[config.mk]
export PLATFORM = sky130hd
export DESIGN_NAME = reg_write_arbiter_flat
export DESIGN_NICKNAME = d
export VERILOG_FILES = /design/src/rtl/reg_bank_pkg.sv /design/src/rtl/reg_write_arbiter_if.sv /design/src/rtl/reg_write_arbiter_decoder.sv /design/src/rtl/reg_write_arbiter.sv /design/src/flat_wrapper.sv
export SDC_FILE = /design/constraint.sdc
export NUM_CORES = 1
export LEC_CHECK = 0
export CELL_PAD_IN_SITES_DETAIL_PLACEMENT = 0
export CELL_PAD_IN_SITES_GLOBAL_PLACEMENT = 2
export CORE_MARGIN = 4
export CORE_UTILIZATION = 23
export DETAILED_ROUTE_END_ITERATION = 6
export MAX_ROUTING_LAYER = met4
export PLACE_DENSITY_LB_ADDON = 0.1
export SYNTH_ARGS = -nofsm -noshare
export SYNTH_HDL_FRONTEND = slang
export SYNTH_HIERARCHICAL = 1
export SYNTH_SLANG_ARGS = --single-unit
[constraint.sdc]
create_clock -name clk -period 3.8 [get_ports clk]
set_clock_uncertainty 0.05 [all_clocks]
set_input_delay 0.57 -clock clk [delete_from_list [all_inputs] [get_ports clk]]
set_output_delay 0.57 -clock clk [all_outputs]
set_load 0.05 [all_outputs]
[src/rtl/reg_bank_pkg.sv]
// Shared constants for the register bank and its write-port arbiter.
package reg_bank_pkg;

  localparam int NUM_REGS = 8;
  localparam int DATA_W   = 32;
  localparam int ADDR_W   = $clog2(NUM_REGS);
  localparam int CNT_W    = 8;

  // Requester indices as seen on last_grant
  localparam logic REQ_ALU  = 1'b0;
  localparam logic REQ_LOAD = 1'b1;

  typedef logic [CNT_W-1:0] cnt_t;

endpackage

[src/rtl/reg_write_arbiter_if.sv]
// Valid/ready write-request channel from one writeback source to the arbiter.
interface reg_wr_req_if
  import reg_bank_pkg::*;
#(
  parameter int AW = ADDR_W,
  parameter int DW = DATA_W
);

  logic          valid;
  logic [AW-1:0] addr;
  logic [DW-1:0] data;
  logic          ready;

  modport master (output valid, addr, data, input ready);
  modport slave  (input valid, addr, data, output ready);

endinterface

[src/rtl/reg_write_arbiter_decoder.sv]
// One-hot register enable decode with optional read-only register 0.
module reg_addr_decoder #(
  parameter int NUM_REGS = 8,
  parameter int ADDR_W   = 3,
  parameter int ZERO_REG = 1
) (
  input  logic                en,
  input  logic [ADDR_W-1:0]   addr,
  output logic [NUM_REGS-1:0] onehot
);

  // Writes to register 0 still decode as accepted upstream but produce no enable
  always_comb begin
    onehot = '0;
    if (en && !((ZERO_REG != 0) && (addr == '0)))
      onehot[addr] = 1'b1;
  end

endmodule

[src/rtl/reg_write_arbiter.sv]
// Round-robin arbiter sharing the register bank write port between ALU and load writeback.
module reg_write_arbiter
  import reg_bank_pkg::*;
#(
  parameter int NUM_REGS = reg_bank_pkg::NUM_REGS,
  parameter int DATA_W   = reg_bank_pkg::DATA_W,
  parameter int ADDR_W   = reg_bank_pkg::ADDR_W,
  parameter int ZERO_REG = 1
) (
  input  logic                clk,
  input  logic                rst,
  input  logic                stall,
  reg_wr_req_if.slave         req0,
  reg_wr_req_if.slave         req1,
  output logic [NUM_REGS-1:0] wr_en,
  output logic [DATA_W-1:0]   wr_data,
  output logic                last_grant,
  output cnt_t                conflict_cnt
);

  logic                both_valid;
  logic                grant_valid;
  logic                grant_idx;
  logic [ADDR_W-1:0]   sel_addr;
  logic [DATA_W-1:0]   sel_data;
  logic [NUM_REGS-1:0] dec_onehot;

  assign both_valid = req0.valid && req1.valid;

  // Contention goes to whichever side did not win last time
  always_comb begin
    grant_valid = 1'b0;
    grant_idx   = REQ_ALU;
    if (!rst && !stall) begin
      if (both_valid) begin
        grant_valid = 1'b1;
        grant_idx   = ~last_grant;
      end else if (req0.valid) begin
        grant_valid = 1'b1;
        grant_idx   = REQ_ALU;
      end else if (req1.valid) begin
        grant_valid = 1'b1;
        grant_idx   = REQ_LOAD;
      end
    end
  end

  assign req0.ready = grant_valid && (grant_idx == REQ_ALU);
  assign req1.ready = grant_valid && (grant_idx == REQ_LOAD);

  assign sel_addr = (grant_idx == REQ_LOAD) ? req1.addr : req0.addr;
  assign sel_data = (grant_idx == REQ_LOAD) ? req1.data : req0.data;

  reg_addr_decoder #(
    .NUM_REGS (NUM_REGS),
    .ADDR_W   (ADDR_W),
    .ZERO_REG (ZERO_REG)
  ) u_dec (
    .en     (grant_valid),
    .addr   (sel_addr),
    .onehot (dec_onehot)
  );

  // last_grant resets to the load side so the ALU wins the first contention
  always_ff @(posedge clk) begin
    if (rst) begin
      wr_en        <= '0;
      wr_data      <= '0;
      last_grant   <= REQ_LOAD;
      conflict_cnt <= '0;
    end else begin
      wr_en <= dec_onehot;
      if (grant_valid) begin
        wr_data    <= sel_data;
        last_grant <= grant_idx;
      end
      if (both_valid && !stall && (conflict_cnt != '1))
        conflict_cnt <= conflict_cnt + 1'b1;
    end
  end

endmodule

[src/flat_wrapper.sv]
// flat-port wrapper written by rule: the top's interface ports become plain ports
module reg_write_arbiter_flat import reg_bank_pkg::*;
#(
  parameter int NUM_REGS = reg_bank_pkg::NUM_REGS,
  parameter int DATA_W   = reg_bank_pkg::DATA_W,
  parameter int ADDR_W   = reg_bank_pkg::ADDR_W,
  parameter int ZERO_REG = 1
)
  (clk, rst, stall, wr_en, wr_data, last_grant, conflict_cnt, req0_valid, req0_addr, req0_data, req0_ready, req1_valid, req1_addr, req1_data, req1_ready);
  reg_wr_req_if req0_i ();
  reg_wr_req_if req1_i ();
  input  logic clk;
  input  logic rst;
  input  logic stall;
  output logic [NUM_REGS-1:0] wr_en;
  output logic [DATA_W-1:0] wr_data;
  output logic last_grant;
  output cnt_t conflict_cnt;
  input wire logic [$bits(req0_i.valid)-1:0] req0_valid;
  input wire logic [$bits(req0_i.addr)-1:0] req0_addr;
  input wire logic [$bits(req0_i.data)-1:0] req0_data;
  output wire logic [$bits(req0_i.ready)-1:0] req0_ready;
  input wire logic [$bits(req1_i.valid)-1:0] req1_valid;
  input wire logic [$bits(req1_i.addr)-1:0] req1_addr;
  input wire logic [$bits(req1_i.data)-1:0] req1_data;
  output wire logic [$bits(req1_i.ready)-1:0] req1_ready;
  assign req0_i.valid = req0_valid;
  assign req0_i.addr = req0_addr;
  assign req0_i.data = req0_data;
  assign req0_ready = req0_i.ready;
  assign req1_i.valid = req1_valid;
  assign req1_i.addr = req1_addr;
  assign req1_i.data = req1_data;
  assign req1_ready = req1_i.ready;
  reg_write_arbiter #(.NUM_REGS(NUM_REGS), .DATA_W(DATA_W), .ADDR_W(ADDR_W), .ZERO_REG(ZERO_REG)) u_core (.clk(clk), .rst(rst), .stall(stall), .req0(req0_i), .req1(req1_i), .wr_en(wr_en), .wr_data(wr_data), .last_grant(last_grant), .conflict_cnt(conflict_cnt));
endmodule
---- Yosys cells after proc, flatten, opt, wreduce, memory -nomap -nowiden ----
Index checks and enable logic that the tools add are counted.
storage, ports and cells
  logic and storage cells ................. 35
  bits in registers ....................... 49
  input bits .............................. 75
  output and inout port bits .............. 51
operators by class
  muxes and demuxes ....................... 11
  add/sub/neg operators ................... 1
  bitwise operators ....................... 3
  reductions and logical operators ........ 13
  equality and inequality tests ........... 1
  magnitude comparators ................... 2
operator list
  cell                 count
  $mux 32              1
  $add 8x1->8 const B  1
  $logic_and 1x1->1    8
  $mux 1               8
  $ne 8x8->1 const B   1
  $lt 3x4->1 const B   1
  $demux 1 s3          1
  $ge 3x1->1 const B   1
  $logic_not 1->1      3
  $logic_not 3->1      1
  $mux 3               1
  $not 1->1            3
  $reduce_or 2->1      1

---- Depth between registers and ports, before layout ----
Gate-level depths: netlist of the first run.
  depth after elaboration ................. 10
  mapped depth ............................ 8
  mapped depth without buffers ............ 7

---- Hierarchy ----
The synthesis of the first run kept the hierarchy.
modules (own cells, without submodules)
  module             instances  cells an instance  area each (µm²)  sequential area each (µm²)
  reg_write_arbiter  1          253                2,257.2          980.9
  reg_addr_decoder   1          9                  92.6             0.0

---- Worst setup path after synthesis of the first run ----
Ideal clock, no wire load.
  path kind ............................... register to output
  start ................................... register u_core.last_grant
  end ..................................... output req0_ready
  arrival time ............................ 1,478 ps
  buffers on the path ..................... 0
  slack ................................... 1,702 ps
  required time ........................... 3,180 ps
  stages on the path, launching flop included .. 3
  cell sequence ........................... dfxtp_1 -> a21boi_2 -> nor2_1
between the ends
  word-level cells in the longest chain between the ends .. 5
RTL lines
  element                 RTL line                 source
  from (decl)             reg_write_arbiter.sv:17  output logic last_grant,
  from (signal assigned)  reg_write_arbiter.sv:75  last_grant <= grant_idx;
  $not 1->1               reg_write_arbiter.sv:37  grant_idx = ~last_grant;
  $mux 1                  reg_write_arbiter.sv:35  if (both_valid) begin
  $mux 1                  reg_write_arbiter.sv:34  if (!rst && !stall) begin
  $not 1->1               reg_write_arbiter.sv:48  assign req0.ready = grant_valid && (grant_idx == REQ_ALU);
  $logic_and 1x1->1       reg_write_arbiter.sv:48
  to (decl)               flat_wrapper.sv:22       output wire logic [$bits(req0_i.ready)-1:0] req0_ready;
Every way passes these cells.

---- Final worst setup path of the first run ----
  start ................................... input req1_valid
  end ..................................... output req1_ready
between the ends
  word-level cells in the longest chain between the ends .. 5
  elaborated cells between the ends (all ways) .. 9
  those cells by class .................... mux (7); reduce/logical (2)
RTL lines
  element              RTL line                 source
  from (decl)          flat_wrapper.sv:23       input wire logic [$bits(req1_i.valid)-1:0] req1_valid;
  $mux 1               reg_write_arbiter.sv:41  end else if (req1.valid) begin
  $mux 1               reg_write_arbiter.sv:38  end else if (req0.valid) begin
  $mux 1               reg_write_arbiter.sv:35
  $mux 1               reg_write_arbiter.sv:34
  $logic_and 1x1->1 *  reg_write_arbiter.sv:49  assign req1.ready = grant_valid && (grant_idx == REQ_LOAD);
  to (decl)            flat_wrapper.sv:26       output wire logic [$bits(req1_i.ready)-1:0] req1_ready;
Mark *: on every way between the ends. The rest lies on a longest branch, timed or not.

==> flow_summary.toml, run 1 <==
[logic_synthesis]
synthFlopType = "dfxtp_1"
synth-seq-area-share = 0.417
synth_top_family_by_area = "simple AND/OR/NAND/NOR gates"
synth-xor-area-share = 0.0112
synth-edff-count = 0
muxShareOfSynthArea = 0.00426
synth_common_cells = "nand2_1, dfxtp_1, nor2_1"
synthSimpleGateAreaFrac = 0.275
synth_top_area_share = 0.417
ys_ff_latch = 49
syn_area_mm2 = 0.00235
synth_compound_area_frac = 0.230
async_flop_share = 0
ys_top_cells_by_area = "dfxtp_1, a311oi_2, nand2_1"
ys_warn_count = 6
yosysTopAreaCell = "dfxtp_1"
synth_cell_types = 39
synth_nets = 338
synth_adder_area_share = 0.00532
syn_area_per_cell_um2 = 8.97
synth_most_common_cell = "nand2_1"
netlist_instances = 262

[critical_path]
worst_ep_required_time_ns = 3.18
cp_max_fo = 4
crit_type = "in -> out"
r2r_slack_ns = 1.92
r2r-start = "u_core/last_grant"
rr_worst_depth = 8
start_kind = "primary input"
rr_endpoint = "u_core/wr_en[2]"
crit_path_end_kind = "output port"
worst-endpoint-arrival_ns = 2.27

[placed_design]
port_buffers = 125
hpwlAfterDp_um = 4980
gp_congestion = 0.709

[power_and_ir_drop]
internal_power_uw = 831
clkPwrFrac = 0.264
p_comb_frac = 0.276
power_leakage_nw = 1.36
p_per_area_mw_per_mm2 = 317
sw_frac_of_total = 0.306
power_frac_seq = 0.460
ir_drop_mv = 0.139
switching_power_uw = 367

[layout]
diodes = 0
area_delta_synth_final_pct = 60.9
layout.nets = 456
fillers = 994
drive_gt1_frac = 0.142

[drt]
wire_per_inst_um = 14.1
dr.pass1.iters = 4
drtAntennaViolNets = 0
drcViolationCount = 0
drt_iter0_drc = 51
routed_wl_um = 7250
viasPerCell = 4.32
num_vias = 2216

[floorplanning]
dieArea_mm2 = 0.0119
chipHeight_um = 109
rows = 36
die_x_um = 109
initial_core_util = 0.238
fp.coreArea_mm2 = 0.00986
io_pins = 126

[sta]
worst_pin_slew_ns = 0.713
clock.fmax_ghz = 0.346
holdWs_ns = 0.451
final-hold-violation-count = 0
relSlewSlack = 0.525
finalSetupViolCount = 0
fin_crit_ns = 2.89
drv_slew = 0
fin_crit_sh = 0.760
finalSetupTns_ns = 0
rsz0062_at_grt = "false"

[cts]
cts_inserted_buffers = 5
cts_tree = "done"
cts-resized-gates = 0
cts_root_buffer = "clkbuf_8"
clk_latency_ns = 0.29
cts_hold_buf = 0
htree_levels = 2
cts_setup_buffers = 0
cts.reportedPaths.clkPinSlew_ns = 0.09
cts_max_path_buffers = 2
cts.sinks = 49

[min_path]
hold_start = "u_core/wr_data[13]"
hp-class = "reg -> reg"
min_to = "u_core/wr_data[13]"
min_path_cells = 2

[global_route]
grt-ovfl-total = 0
track_usage = 0.122
grt_pass1_vias = 2076
grt_max_degree = 50
antenna_found_initial = 0
grt_pass1_wl_um = 10800

[status]
status = "completed"

[run]
max_cap_violations = 0
[placed cells by master, fill, tap and decap left out, drive strengths merged]
cell type / synthesis / routed
or3: 2 / 2
inv: 1 / 1
clkinv: 1 / 1
a311oi: 32 / 32
conb: 1 / 1
clkdlybuf4s50: 0 / 124
nand2: 77 / 77
and4: 1 / 1
a31oi: 2 / 2
dfxtp: 49 / 49
nand3: 2 / 2
o21ai: 4 / 4
and4b: 3 / 3
mux2i: 1 / 1
a211oi: 1 / 1
xnor2: 1 / 1
nor2: 38 / 38
and3: 1 / 1
and3b: 1 / 1
nor3: 1 / 1
clkbuf: 6 / 7
buf: 13 / 6
and4bb: 3 / 3
ha: 1 / 1
o21bai: 1 / 1
o211ai: 2 / 2
a21oi: 3 / 3
a21boi: 1 / 1
nand4: 2 / 2
nor2b: 9 / 9
xor2: 2 / 2
[critical path, cell delays in order]
cell	delay, ns
clkdlybuf4s50_1	0.53
a21boi_2	0.25
nand2_4	0.08
clkinv_4	0.05
clkdlybuf4s50_1	0.79
[power by group through the flow]
stage | sequential [mW] | combinational [mW] | clock (mW)
floorplan | 0.648 | 0.102 | 0
global placement | 0.563 | 0.335 | 0
detailed placement | 0.563 | 0.334 | 0
CTS | 0.552 | 0.335 | 0.337
global route | 0.555 | 0.351 | 0.362
finish | 0.552 | 0.330 | 0.316
[metal layers]
layer	vias to the layer above	wire [um]	share of wire	global-route usage
met5	-	0	0	-
met1	992	3290	0.45	0.149
met3	6	499	0.069	0.0379
li1	1145	-	-	-
met4	0	67	0.0092	0.0298
met2	73	3400	0.47	0.196
[state kept, by name, summed over array words and instances, names as in the netlist]
signal and flops:
u_core/conflict_cnt 8, u_core/last_grant 1, u_core/wr_en 8, u_core/wr_data 32
[worst max-delay path by stage]
stage | from | end
global placement | req1_valid | req1_ready
detailed placement | req1_valid | req1_ready
floorplan | u_core/last_grant | req0_ready
CTS | req1_valid | req1_ready
finish | req1_valid | req1_ready
global route | stall | req0_ready
[per-stage QoR]
step / utilization / setup WS, ns / cells / area (um2) / total power, mW
2_1_floorplan: - / 1.70 / 262 / 2350 / 0.750
3_3_place_gp: 0.375 / 0.903 / 506 / 3690 / 0.898
3_5_place_dp: 0.375 / 0.899 / 506 / 3690 / 0.897
4_1_cts: 0.383 / 0.892 / 513 / 3780 / 1.22
5_1_grt: 0.383 / 0.849 / 513 / 3780 / 1.27
6_report: 0.383 / 0.911 / 513 / 3780 / 1.20
[area by class of cell]
type | count | area [um2] | share of cell area
Tap cell | 133 | 166 | 0.0440
Multi-Input combinational cell | 192 | 1240 | 0.328
Timing Repair Buffer | 130 | 1300 | 0.343
Inverter | 2 | 12.5 | 0.00331
Sequential cell | 49 | 981 | 0.259
Clock buffer | 7 | 86.3 | 0.0228
[cell families (layout without fill, tap and decap cells)]
family	Yosys count	count (layout)
AND/OR/NAND/NOR	140	140
flip-flops	49	49
other	1	1
adder cells (fa/ha/maj)	1	1
AO/OA/AOI/OAI	46	46
multiplexers	1	1
buffers and inverters	21	139
XOR/XNOR	3	3
No activity file was read; power rests on OpenSTA's default activity.
==> inputs of run 2 (changes only) <==
--- a/config.mk
+++ b/config.mk
@@ -8,7 +8,7 @@
 export CELL_PAD_IN_SITES_DETAIL_PLACEMENT = 0
 export CELL_PAD_IN_SITES_GLOBAL_PLACEMENT = 2
 export CORE_MARGIN = 4
-export CORE_UTILIZATION = 23
+export CORE_UTILIZATION = 19
 export DETAILED_ROUTE_END_ITERATION = 6
 export MAX_ROUTING_LAYER = met4
 export PLACE_DENSITY_LB_ADDON = 0.1
==> constraint.sdc (replaced) <==
create_clock -name clk -period 2.4 [get_ports clk]
set_clock_uncertainty 0.05 [all_clocks]
set_input_delay 0.36 -clock clk [delete_from_list [all_inputs] [get_ports clk]]
set_output_delay 0.36 -clock clk [all_outputs]
set_load 0.05 [all_outputs]
==> run 2 against run 1 <==
Effect of this change:
- combinational power increased by 62%
- sequential cell count is the same
- power grew 77%
- design area increased by 3.7%
- sequential power rose by 58%
- clock power rose by 120%
- core utilization shrank 5.8 points
- global-route usage down 1.0 points
- critical path depth unchanged
- routed wire length is 7.2% higher
- setup slack worse by 0.53 ns
- first-iteration DRC count is 130% higher
- critical endpoint unchanged
==> flow_summary.toml, run 2 (same netlist as run 1, synthesis figures left out) <==
[status]
status = "completed"

[layout]
post-route-util = 0.325
layout.nets = 457
layout_common_cells = "clkdlybuf4s50_1, nand2_1, dfxtp_1"
regMostFlops = "u_core/wr_data"
drive_gt1_frac = 0.150
reg_top3 = "u_core/wr_data: 32 flops, u_core/conflict_cnt: 8 flops, u_core/wr_en: 8 flops"
largest_reg_flops = 32
area_delta_synth_final_pct = 66.9
diodes = 0
fillers = 1293
final_common_cell = "clkdlybuf4s50_1"

[cts]
cts_setup_buffers = 0
htree_levels = 2
cts_inserted_buffers = 5
cts_root_buffer = "clkbuf_16"
cts_tree = "done"
cts-resized-gates = 0
cts.reportedPaths.clkPinSlew_ns = 0.06
cts.sinks = 49
clk_latency_ns = 0.28
cts_max_path_buffers = 2
cts_hold_buf = 0

[sta]
holdWs_ns = 0.434
drv_slew = 0
relSlewSlack = 0.513
fin_crit_sh = 0.843
final-hold-violation-count = 0
fin_crit_ns = 2.02
finalSetupViolCount = 0
clock.fmax_ghz = 0.495
worst_pin_slew_ns = 0.731
finalSetupTns_ns = 0
rsz0062_at_grt = "false"

[global_route]
grt_pass1_vias = 2348
grt-ovfl-total = 0
grt_max_degree = 50
track_usage = 0.112
antenna_found_initial = 0
grt_pass1_wl_um = 12100

[critical_path]
worst_ep_required_time_ns = 1.99
crit_path_end_kind = "output port"
rr_worst_depth = 7
worstSetupPathDepth = 5
rr_endpoint = "u_core/wr_en[1]"
cpLargestDelayFamily = "buffers and inverters"
crit_buf_inv = 3
cp_max_fo = 13
r2r_slack_ns = 0.76
worst-endpoint-arrival_ns = 1.61
start_kind = "primary input"
crit_type = "in -> out"
crit_path_top_delay_cell = "clkdlybuf4s50_1"
path_cells = "clkdlybuf4s50_1 -> a21boi_2 -> nand2_4 -> clkinv_4 -> buf_12"
slowest_delay_ns = 0.53
r2r-start = "u_core/last_grant"

[drt]
dr.pass1.iters = 4
drt_iter0_drc = 118
wire_per_inst_um = 14.2
routed_wl_um = 7770
viasPerCell = 4.04
num_vias = 2218
drcViolationCount = 0
drtAntennaViolNets = 0

[run]
max_cap_violations = 0

[placed_design]
gp_congestion = 0.708
hpwlAfterDp_um = 5530
port_buffers = 125

[floorplanning]
die_x_um = 119
io_pins = 126
rows = 40
chipHeight_um = 119
fp.coreArea_mm2 = 0.0121
initial_core_util = 0.195
dieArea_mm2 = 0.0142

[power_and_ir_drop]
ir_drop_mv = 0.277
p_per_area_mw_per_mm2 = 540
p_total_mw = 2.12
power_leakage_nw = 1.41

[min_path]
min_to = "u_core/last_grant"
min_path_cells = 5
hold_start = "rst"
hp-class = "in -> reg"
-- run 2: cell count changes in the layout (fill, tap and decap cells not counted), sizes merged --
cell and change:
clkdlybuf4s50 -2, buf +3
-- run 2: final cells by class --
cell class              count  area [um2]  area share
clock buffers               7         143      0.0364
multi-input cells         192        1240       0.316
well taps                 168         210      0.0536
repair buffers            131        1340       0.341
inverters                   2        12.5     0.00319
flip-flops and latches     49         981       0.250
-- run 2: per-stage QoR --
stage	instance area (um2)	instances	setup WS (ns)
floorplan	2350	262	0.512
global placement	3780	542	0.136
detailed placement	3780	542	0.130
CTS	3920	549	0.353
global route	3920	549	0.279
finish	3920	549	0.378
-- run 2: how the worst max path moves through the flow --
| stage | startpoint | end | slack, ns |
|---|---|---|---|
| detailed placement | req1_valid | u_core/wr_en[4] | 0.13 |
| global route | req1_valid | req1_ready | 0.28 |
| finish | req1_valid | req1_ready | 0.38 |
| floorplan | u_core/last_grant | req0_ready | 0.51 |
| CTS | req1_valid | req1_ready | 0.35 |
| global placement | req1_valid | u_core/wr_en[4] | 0.14 |
-- run 2: metal layers --
layer | up-vias | part of all wire | wire length [um] | GRT usage
met3 | 7 | 0.067 | 524 | 0.0351
li1 | 1148 | - | - | -
met4 | 0 | 0.018 | 138 | 0.0355
met1 | 986 | 0.44 | 3440 | 0.131
met2 | 77 | 0.47 | 3670 | 0.182
met5 | - | 0 | 0 | -
-- run 2: worst min-delay path: stages --
cell and delay, ns:
buf_2 0.13, nor2_4 0.05, o21ai_2 0.08, a21oi_1 0.07
nand2_1 0.06
-- run 2: power breakdown --
part / leakage (nW) / switching (mW) / total [mW] / internal, mW
sequential: 0.401 / 0.0203 / 0.873 / 0.853
clock: 0.0700 / 0.299 / 0.709 / 0.410
combinational: 0.937 / 0.293 / 0.533 / 0.240
